$ cat src/rtl/syn_access_sequencer.sv
// rtl/syn_access_sequencer.sv - synaptic SRAM access sequencer/arbiter (AER events vs SPI programming)
// Optional completed-event counter enabled by defining SYNSEQ_EVT_CNT_EN.
module syn_access_sequencer #(
    parameter int WORDS_PER_PRE = 32,
    parameter int ADDR_W        = 13
) (
    input  logic                             CLK,
    input  logic                             RST,
    input  logic                             SPI_GATE_ACTIVITY_sync,
    input  logic                             EVT_REQ,
    input  logic [7:0]                       EVT_PRE_ADDR,
    input  logic                             EVT_PLASTIC,
    output logic                             EVT_ACK,
    input  logic                             SPI_REQ,
    input  logic                             SPI_WR,
    input  logic [ADDR_W-1:0]                SPI_ADDR,
    output logic                             SPI_ACK,
    output logic [31:0]                      SPI_RDATA,
    input  logic [31:0]                      SYNARRAY_RDATA,
    output logic                             CTRL_SYNARRAY_CS,
    output logic                             CTRL_SYNARRAY_WE,
    output logic [ADDR_W-1:0]                CTRL_SYNARRAY_ADDR,
    output logic [7:0]                       CTRL_PRE_EN,
    output logic                             SYN_WORD_VALID,
    output logic [$clog2(WORDS_PER_PRE)-1:0] SYN_WORD_IDX,
    output logic [15:0]                      EVT_COUNT
);

    localparam int WORD_W = $clog2(WORDS_PER_PRE);
    localparam logic [WORD_W-1:0] LAST_WORD = WORD_W'(WORDS_PER_PRE - 1);

    typedef enum logic [2:0] {
        S_IDLE, S_EVT_RD, S_EVT_WR, S_EVT_LAST, S_SPI_RD, S_SPI_WR, S_SPI_DONE
    } state_t;

    state_t              state, state_n;
    logic [WORD_W-1:0]   word, word_n;
    logic                capture;

    always_ff @(posedge CLK or posedge RST) begin
        if (RST) begin
            state          <= S_IDLE;
            word           <= '0;
            SYN_WORD_VALID <= 1'b0;
            SYN_WORD_IDX   <= '0;
            SPI_RDATA      <= '0;
        end else begin
            state          <= state_n;
            word           <= word_n;
            // SRAM Q is one cycle behind the address, so the valid flag trails each event read.
            SYN_WORD_VALID <= (state == S_EVT_RD);
            SYN_WORD_IDX   <= word;
            if (capture)
                SPI_RDATA <= SYNARRAY_RDATA;
        end
    end

    always_comb begin
        state_n            = state;
        word_n             = word;
        CTRL_SYNARRAY_CS   = 1'b0;
        CTRL_SYNARRAY_WE   = 1'b0;
        CTRL_SYNARRAY_ADDR = '0;
        CTRL_PRE_EN        = 8'h00;
        EVT_ACK            = 1'b0;
        SPI_ACK            = 1'b0;
        capture            = 1'b0;
        case (state)
            S_IDLE: begin
                if (SPI_REQ && SPI_GATE_ACTIVITY_sync) begin
                    state_n = S_SPI_RD;
                end else if (EVT_REQ && !SPI_GATE_ACTIVITY_sync) begin
                    state_n = S_EVT_RD;
                    word_n  = '0;
                end
            end
            S_EVT_RD: begin
                CTRL_SYNARRAY_CS   = 1'b1;
                CTRL_SYNARRAY_ADDR = {EVT_PRE_ADDR, word};
                if (EVT_PLASTIC) begin
                    state_n = S_EVT_WR;
                end else begin
                    word_n = word + 1'b1;
                    if (word == LAST_WORD)
                        state_n = S_EVT_LAST;
                end
            end
            S_EVT_WR: begin
                CTRL_SYNARRAY_CS   = 1'b1;
                CTRL_SYNARRAY_WE   = 1'b1;
                CTRL_SYNARRAY_ADDR = {EVT_PRE_ADDR, word};
                CTRL_PRE_EN        = 8'hFF;
                word_n             = word + 1'b1;
                if (word == LAST_WORD) begin
                    state_n = S_IDLE;
                    EVT_ACK = 1'b1;
                end else begin
                    state_n = S_EVT_RD;
                end
            end
            S_EVT_LAST: begin
                EVT_ACK = 1'b1;
                state_n = S_IDLE;
            end
            S_SPI_RD: begin
                CTRL_SYNARRAY_CS   = 1'b1;
                CTRL_SYNARRAY_ADDR = SPI_ADDR;
                state_n            = SPI_WR ? S_SPI_WR : S_SPI_DONE;
            end
            S_SPI_WR: begin
                CTRL_SYNARRAY_CS   = 1'b1;
                CTRL_SYNARRAY_WE   = 1'b1;
                CTRL_SYNARRAY_ADDR = SPI_ADDR;
                SPI_ACK            = 1'b1;
                state_n            = S_IDLE;
            end
            S_SPI_DONE: begin
                capture = 1'b1;
                SPI_ACK = 1'b1;
                state_n = S_IDLE;
            end
            default: state_n = S_IDLE;
        endcase
    end

`ifdef SYNSEQ_EVT_CNT_EN
    logic [15:0] evt_count_q;

    always_ff @(posedge CLK or posedge RST) begin
        if (RST)
            evt_count_q <= '0;
        else if (EVT_ACK && evt_count_q != 16'hFFFF)
            evt_count_q <= evt_count_q + 16'd1;
    end

    assign EVT_COUNT = evt_count_q;
`else
    assign EVT_COUNT = 16'h0000;
`endif

endmodule

$ cat config.mk
export PLATFORM = sky130hd
export DESIGN_NAME = syn_access_sequencer
export DESIGN_NICKNAME = d
export VERILOG_FILES = /design/src/rtl/syn_access_sequencer.sv
export SDC_FILE = /design/constraint.sdc
export NUM_CORES = 1
export LEC_CHECK = 0
export CAP_MARGIN = 20
export CORE_ASPECT_RATIO = 0.75
export CORE_UTILIZATION = 37
export CTS_CLUSTER_SIZE = 40
export DETAILED_ROUTE_END_ITERATION = 12
export GPL_TIMING_DRIVEN = 0
export PLACE_DENSITY = 0.81
export SLEW_MARGIN = 5
export SYNTH_ARGS = -nofsm -noshare
export SYNTH_HDL_FRONTEND = slang
export SYNTH_SLANG_ARGS = --single-unit
$ cat constraint.sdc
create_clock -name CLK -period 2.3 [get_ports CLK]
set_clock_uncertainty 0.05 [all_clocks]
set_input_delay 0.46 -clock CLK [delete_from_list [all_inputs] [get_ports CLK]]
set_output_delay 0.46 -clock CLK [all_outputs]
set_load 0.03 [all_outputs]
Word-level counts from Yosys, hierarchy flattened:

Index checks and enable logic that the tools add are counted.

* $add $sub $neg: 1
* eq/ne operators: 12
* muxes and demuxes: 19
* reduce and logical (&&, ||, !) cells: 12

Operators by type and width (count)
* 13-bit one-hot mux with 2 select lines: 1
* 5-bit two-way mux: 3
* 5-bit one-hot mux with 3 select lines: 1
* 3-bit two-way mux: 4
* 3-bit one-hot mux with 4 select lines: 1
* 3-bit == test, second input constant: 3
* 8-bit two-way mux: 1
* 2-bit OR reduction: 4
* 3-bit by 2-bit == test with 1-bit output, second input constant: 2
* 1-bit two-way mux: 6
* 2-bit != test, second input constant: 3
* 5-bit by 1-bit adder with 5-bit output, second input constant: 1
* 5-bit == test, second input constant: 1
* 4-bit AND reduction: 1
* 4-bit OR reduction: 1
* 3-bit by 1-bit == test with 1-bit output, second input constant: 1
* 3-bit zero test: 1
* 3-bit by 2-bit != test with 1-bit output, second input constant: 1
* 3-bit != test, second input constant: 1
* 3-bit nonzero test: 1
* 1-bit logical AND: 2
* 2-bit two-way mux: 1
* 1-bit one-hot mux with 2 select lines: 1
* 2-bit AND reduction: 1
* 1-bit zero test: 1

* register bits after elaboration: 46
* input bits: 60
* logic and storage cells: 49

Depth between registers and ports, before layout:

Gate-level depths: netlist of the first run.

* depth after elaboration: 5
* gate-level depth with buffers: 6

Worst setup path before layout of the first run:

OpenSTA, ideal clock, no wires.

* path kind: reg2out
* start point: reg word[0]
* end point: out EVT_ACK
* arrival time: 1.623 ns
* required time: 1.790 ns
* slack: 0.167 ns
* cell stages (with the launch flop): 6
* path buffers: 0
* cell sequence: dfrtp_1 ha_1 and3_1 ha_1 nor2_1 nor3b_1

* cells in the longest elaborated chain, start to end: 3

Ends and longest elaborated chain
* start, declared: line 37 `logic [WORD_W-1:0] word, word_n;`
* start signal, assigned: line 49 `word <= word_n;`
* 5-bit == test: line 94 `if (word == LAST_WORD) begin`
* 1-bit two-way mux: line 94
* 1-bit one-hot mux with 2 select lines: line 68 `case (state)`
* end, declared: line 13 `output logic EVT_ACK,`

Every way passes these cells.

Final worst setup path of the first run:

* start point: reg state[0]
* end point: out CTRL_SYNARRAY_ADDR[5]

* cells in the longest elaborated chain, start to end: 3
* elaborated cells on any way between the ends: 7
* classes of those cells: eq/ne: 4; mux: 1; reduce/logical: 2

Ends and longest elaborated chain
* start, declared: line 36 `state_t state, state_n;`
* start signal, assigned: line 48 `state <= state_n;`
* 3-bit == test, or another cell as far along: line 68
* 2-bit OR reduction (no line)
* 13-bit one-hot mux with 2 select lines (*): line 68
* end, declared: line 22 `output logic [ADDR_W-1:0] CTRL_SYNARRAY_ADDR,`

Every way passes the cells marked *; elsewhere a longest branch is shown, timed or not.

==> results of run 1 <==
-- worst max-delay path, cell delays in order, from the launching register on --
cell	delay, ns
dfrtp_2	0.46
xor2_4	0.20
and2b_2	0.24
buf_4	0.17
a22o_1	0.22
clkdlybuf4s15_2	0.29
-- report_power, final --
group,internal [uW],switching [uW]
Clock,348,258
Combinational,1530,1860
Sequential,1180,232
Total,3060,2350
-- flip-flops by register name, indices dropped and copies added, names as in the netlist --
| signal | cells |
|---|---|
| SYN_WORD_IDX | 5 |
| state | 3 |
| word | 5 |
| SYN_WORD_VALID | 1 |
| SPI_RDATA | 32 |
-- cell families after synthesis --
kind of cell,after synthesis,synth area share (%)
xor+xnor,1,0.395
other cells,1,0.169
compound gates,29,10.1
flops,46,51.9
mux,34,17.2
buf+inv,35,10.8
fa+ha+maj,2,1.13
simple gates,26,8.34
-- layer usage --
| layer | GRT usage [%] | vias up |
|---|---|---|
| met4 | 3.53 | 0 |
| li1 | - | 878 |
| met2 | 32.1 | 93 |
| met1 | 21.5 | 923 |
| met5 | 0 | - |
| met3 | 7.40 | 4 |
-- worst max path at each step --
stage	to	slack, ns	cells past startpoint
after floorplan	EVT_ACK	0.17	5
after global placement	CTRL_SYNARRAY_ADDR[5]	-0.36	5
after detailed placement	CTRL_SYNARRAY_ADDR[5]	-0.35	5
after CTS	CTRL_SYNARRAY_ADDR[5]	-0.07	5
after global routing	CTRL_SYNARRAY_ADDR[5]	-0.14	5
final	CTRL_SYNARRAY_ADDR[5]	-0.07	5
-- area by class of cell --
class / count / area [um^2]
Sequential cell: 46 / 1150
Clock inverter: 1 / 30.0
Timing Repair Buffer: 130 / 1220
Inverter: 4 / 15.0
Tap cell: 78 / 97.6
Buffer: 31 / 234
Clock buffer: 6 / 82.6
Multi-Input combinational cell: 108 / 922
Fill cell: 471 / 2040
-- timing repair --
item	CTS	global route
hold buffers	0	0
setup endpoints to repair	25	21
buffers inserted	4	3
gates resized for setup	86	19
hold endpoints to repair	0	0
-- metrics by stage --
| stage | std cells | hold WS, ns | util [%] |
|---|---|---|---|
| 2_1_floorplan | 189 | 0.338 | - |
| 4_1_cts | 401 | 0.401 | 64.6 |
| 6_report | 404 | 0.401 | 64.8 |
| 3_5_place_dp | 390 | 0.383 | 62.4 |
| 3_3_place_gp | 389 | 0.367 | 62.0 |
| 5_1_grt | 404 | 0.413 | 64.8 |
-- cells in the final DEF (no fill, tap or decap), types with 4 or more instances in the layout --
master and count:
clkdlybuf4s50_1 97, dfrtp_1 43, mux2_2 34, buf_4 31
conb_1 16, buf_2 13, a22o_1 13, clkbuf_2 9
clkbuf_8 6, o21ai_0 5, nor2b_1 4
==> impl_metrics.py, run 1 <==
metrics = {
    "synth": {
        "async_flop_share_pct": 100,
        "synth.avg_cell_area_um2": 12.8,
        "yosysMostFrequentCell": "dfrtp_1",
        "synth-main-ff-cell": "dfrtp_1",
        "ys_top_cells_by_area": "dfrtp_1 52%, mux2_2 17%, buf_4 8.5%",
        "yosysSeqAreaShare_pct": 51.9,
        "ys_top_cells_by_count": "46 x dfrtp_1, 34 x mux2_2, 25 x buf_4",
        "yosys.area.top_type": "dfrtp_1",
        "ys_seq_elements": 46,
        "synth_cell_types": 36,
        "synth_edf_count": 0,
        "netlist_instances": 174,
        "ys_warn_count": 0,
        "netlist_area_um2": 2220,
        "synth.top_cell.area_share_pct": 51.9,
    },
    "placed_design": {
        "port_buffers": 122,
        "dp_hpwl_um": 4310,
        "gp_congestion": 0.763,
        "dp_slack_ns": -0.354,
        "placed_area_um2": 3610,
    },
    "worst_setup_path": {
        "r2r_start": "word[0]",
        "start_kind": "register",
        "endpoint_kind": "output port",
        "cp.arrival_ns": 1.86,
        "reg2reg_to": "state[0]",
        "critPathMaxFanout": 10,
        "critPathRequiredTime_ns": 1.79,
        "r2r_cells": 7,
        "cp-startpoint": "state[0]",
        "regToRegSetupSlack_ns": 0.32,
        "worstSetupPathType": "register to output port",
    },
    "timing": {
        "grt_setup_unrepaired": "yes",
        "final-setup-viol-count": 1,
        "hold_violations": 0,
        "maxSlewHeadroom_pct": 55.1,
        "tightest_slew_ns": 0.664,
        "post-route-period-util_pct": 103,
        "drv_slew": 0,
        "fin_setup_tns_ns": -0.0722,
        "fin_ws_ns": -0.0722,
        "min_period_ns": 2.37,
        "fmax_mhz": 422,
    },
    "global_route": {
        "overflow": 0,
        "grt_usage_pct": 18.4,
        "grt_pass1_vias": 1959,
        "grt_pass1_wl_um": 9140,
        "antenna_found_initial": 0,
        "grt_max_degree": 26,
    },
    "pwr": {
        "power.density_nw_per_um2": 1440,
        "peakVddDrop_mv": 0.709,
        "total_power_uw": 5410,
        "leakage_uw": 0.00174,
    },
    "floorplanning": {
        "num_rows": 24,
        "die_w_um": 91.4,
        "ios": 139,
        "core_area_um2": 5800,
        "die-area_um2": 6320,
        "start_util_pct": 38.3,
        "die_y_um": 69.1,
    },
    "detailed_routing": {
        "top_layer_used": "met4",
        "drc": 0,
        "drt_iter0_markers": 51,
        "wl_um": 5720,
        "route.met3.wl_um": 607,
        "dr.pass1.iters": 4,
        "ant_nets": 0,
        "vias_per_cell": 4.70,
        "wl_per_cell_um": 14.2,
        "met1Wirelength_um": 2220,
        "dr_wl_met2_um": 2860,
        "vias": 1898,
    },
    "cells_and_area": {
        "final_layout_size_suffix_gt1_share_pct": 35.6,
        "areaGrowthSynthToFinish_pct": 69.2,
        "fin_area_um2": 3750,
        "antenna_cells": 0,
        "nNetsFinal": 388,
    },
    "worst_hold_path": {
        "hold_end": "SYN_WORD_IDX[4]",
        "hold_start": "word[4]",
        "whs_path_depth": 0,
        "hp-class": "register to register",
    },
    "clock_tree": {
        "htree_levels": 2,
        "root_buffer": "clkbuf_8",
        "numCtsBuffers": 5,
        "path_clk_slew_ns": 0.08,
        "clk_path_buf_depth": 2,
        "cts_num_sinks": 46,
        "clkLatencyLatePin_ns": 0.29,
        "cts_tree": "done",
    },
    "outcome": {
        "violations": "negative setup slack",
        "status": "finished, violations left",
    },
    "run": {
        "max_cap_viol_count": 0,
    },
}
(Power assumes the default switching activity.)
==> inputs of run 2 (changes only) <==
--- a/config.mk
+++ b/config.mk
@@ -7,11 +7,11 @@
 export LEC_CHECK = 0
 export CAP_MARGIN = 20
 export CORE_ASPECT_RATIO = 0.75
-export CORE_UTILIZATION = 37
+export CORE_UTILIZATION = 40
 export CTS_CLUSTER_SIZE = 40
 export DETAILED_ROUTE_END_ITERATION = 12
 export GPL_TIMING_DRIVEN = 0
-export PLACE_DENSITY = 0.81
+export PLACE_DENSITY = 0.86
 export SLEW_MARGIN = 5
 export SYNTH_ARGS = -nofsm -noshare
 export SYNTH_HDL_FRONTEND = slang
==> constraint.sdc (replaced) <==
create_clock -name CLK -period 2.9 [get_ports CLK]
set_clock_uncertainty 0.05 [all_clocks]
set_input_delay 0.58 -clock CLK [delete_from_list [all_inputs] [get_ports CLK]]
set_output_delay 0.58 -clock CLK [all_outputs]
set_load 0.03 [all_outputs]
==> run 2 against run 1 <==
The run now ends clean. Global-route usage up 0.34 points. First-iteration DRC count grew 39%. Register-to-register slack gained 0.67 ns. Count of clock-buffer cells in the layout unchanged. Critical path depth shrank 1. Sequential share of layout area hardly changed. Sequential power shrank 21%. Power down 21%. Clock power shrank 22%.
==> impl_metrics.py, run 2 (same netlist as run 1, synthesis figures left out) <==
metrics = {
    "cells_and_area": {
        "nNetsFinal": 384,
        "largest-register": "SPI_RDATA",
        "top_regs": "SPI_RDATA: 32 flops, SYN_WORD_IDX: 5 flops, word: 5 flops",
        "fin_util_pct": 70.1,
        "stdcell_count": 397,
        "layout_common_cells": "103 x clkdlybuf4s50_1, 44 x dfrtp_1, 35 x buf_4",
        "largest_register_ffs": 32,
        "final_layout_size_suffix_gt1_share_pct": 29.2,
        "antenna_cells": 0,
        "final_common_cell": "clkdlybuf4s50_1",
        "areaGrowthSynthToFinish_pct": 69.1,
    },
    "run": {
        "max_cap_viol_count": 0,
    },
    "placed_design": {
        "dp_hpwl_um": 4270,
        "gp_congestion": 0.743,
        "port_buffers": 122,
        "dp.cells": 387,
    },
    "detailed_routing": {
        "wl_um": 5440,
        "drt_iter0_markers": 71,
        "ant_nets": 0,
        "drc": 0,
        "vias_per_cell": 4.47,
        "wl_per_cell_um": 13.7,
        "dr.pass1.iters": 4,
        "vias": 1776,
    },
    "clock_tree": {
        "ctsHoldBuffers": 0,
        "htree_levels": 2,
        "cts_tree": "done",
        "clk_path_buf_depth": 2,
        "numCtsBuffers": 5,
        "clkLatencyLatePin_ns": 0.28,
        "root_buffer": "clkbuf_8",
        "cts_num_sinks": 46,
        "path_clk_slew_ns": 0.08,
    },
    "pwr": {
        "leakage_uw": 0.00179,
        "power.density_nw_per_um2": 1140,
        "peakVddDrop_mv": 0.468,
    },
    "timing": {
        "maxSlewHeadroom_pct": 57.1,
        "fmax_mhz": 371,
        "min_period_ns": 2.69,
        "post-route-period-util_pct": 92.9,
        "grt_setup_unrepaired": "no",
        "fin_setup_tns_ns": 0,
        "hold_violations": 0,
        "tightest_slew_ns": 0.634,
        "drv_slew": 0,
        "final-setup-viol-count": 0,
    },
    "global_route": {
        "overflow": 0,
        "grt_max_degree": 32,
        "grt_pass1_wl_um": 8230,
        "grt_pass1_vias": 1689,
        "grt_usage_pct": 18.8,
        "antenna_found_initial": 0,
    },
    "floorplanning": {
        "core_area_um2": 5350,
        "die_y_um": 66.5,
        "die-area_um2": 5850,
        "die_w_um": 88.0,
        "num_rows": 23,
        "ios": 139,
        "start_util_pct": 41.5,
    },
    "worst_setup_path": {
        "start_kind": "register",
        "endpoint_kind": "output port",
        "cp.arrival_ns": 2.06,
        "critPathMaxFanout": 6,
        "critPathRequiredTime_ns": 2.27,
        "worstSetupPathType": "register to output port",
    },
    "outcome": {
        "status": "complete, no violations",
    },
    "worst_hold_path": {
        "hp-class": "register to register",
    },
}
-- run 2: what timing repair did --
item,4_1_cts,5_1_grt
hold endpoints to repair,0,0
resized for setup,18,7
setup buffers,0,3
endpoints found under the setup margin,19,6
-- run 2: metal layers --
metal	track usage, %	vias to the layer above	wire length [um]
met5	0	-	0
met4	5.85	0	56
met3	4.34	4	302
met2	31.1	64	2770
met1	24.5	833	2310
li1	-	875	-
-- run 2: metrics by stage --
| step | hold WS, ns | cell area (um^2) | total power [uW] | setup WS [ns] |
|---|---|---|---|---|
| after floorplan | 0.338 | 2280 | 2750 | 0.647 |
| after global placement | 0.367 | 3590 | 3780 | 0.194 |
| after detailed placement | 0.382 | 3610 | 3850 | 0.139 |
| after CTS | 0.391 | 3710 | 4290 | 0.00882 |
| after global routing | 0.407 | 3750 | 4500 | 0.0975 |
| final | 0.389 | 3750 | 4280 | 0.206 |
-- run 2: final timing paths --
kind / end / slack, ns / cells after the start / startpoint
worst max-delay path: CTRL_SYNARRAY_CS / 0.21 / 4 / state[0]
worst min-delay path: SYN_WORD_IDX[3] / 0.39 / 0 / word[3]
worst max register to register: state[0] / 0.99 / 6 / word[0]
worst min register to register: SYN_WORD_IDX[3] / 0.39 / 0 / word[3]
max in group asynchronous: state[0] / 1.79 / 3 / RST
min in group asynchronous: SPI_RDATA[1] / 0.52 / 2 / RST
-- run 2: critical path: stages, from the launching register on --
cell and delay [ns]:
dfrtp_2 0.47, xor2_2 0.22, and2b_1 0.22, or2_2 0.28
clkdlybuf4s50_1 0.59
-- run 2: area by class of cell --
class                   count  area (um^2)
well taps                  75         93.8
repair buffers            126         1250
clock inverters             1         30.0
multi-input cells         108          902
clock buffers               6         82.6
fillers                   414         1600
flip-flops and latches     46         1150
plain buffers              31          226
inverters                   4         15.0
-- run 2: power by group --
| group | total (uW) | leakage [uW] | switching (uW) | internal (uW) |
|---|---|---|---|---|
| clock network | 471 | 0.0000573 | 195 | 276 |
| logic | 2690 | 0.00117 | 1460 | 1220 |
| registers | 1120 | 0.000558 | 187 | 938 |
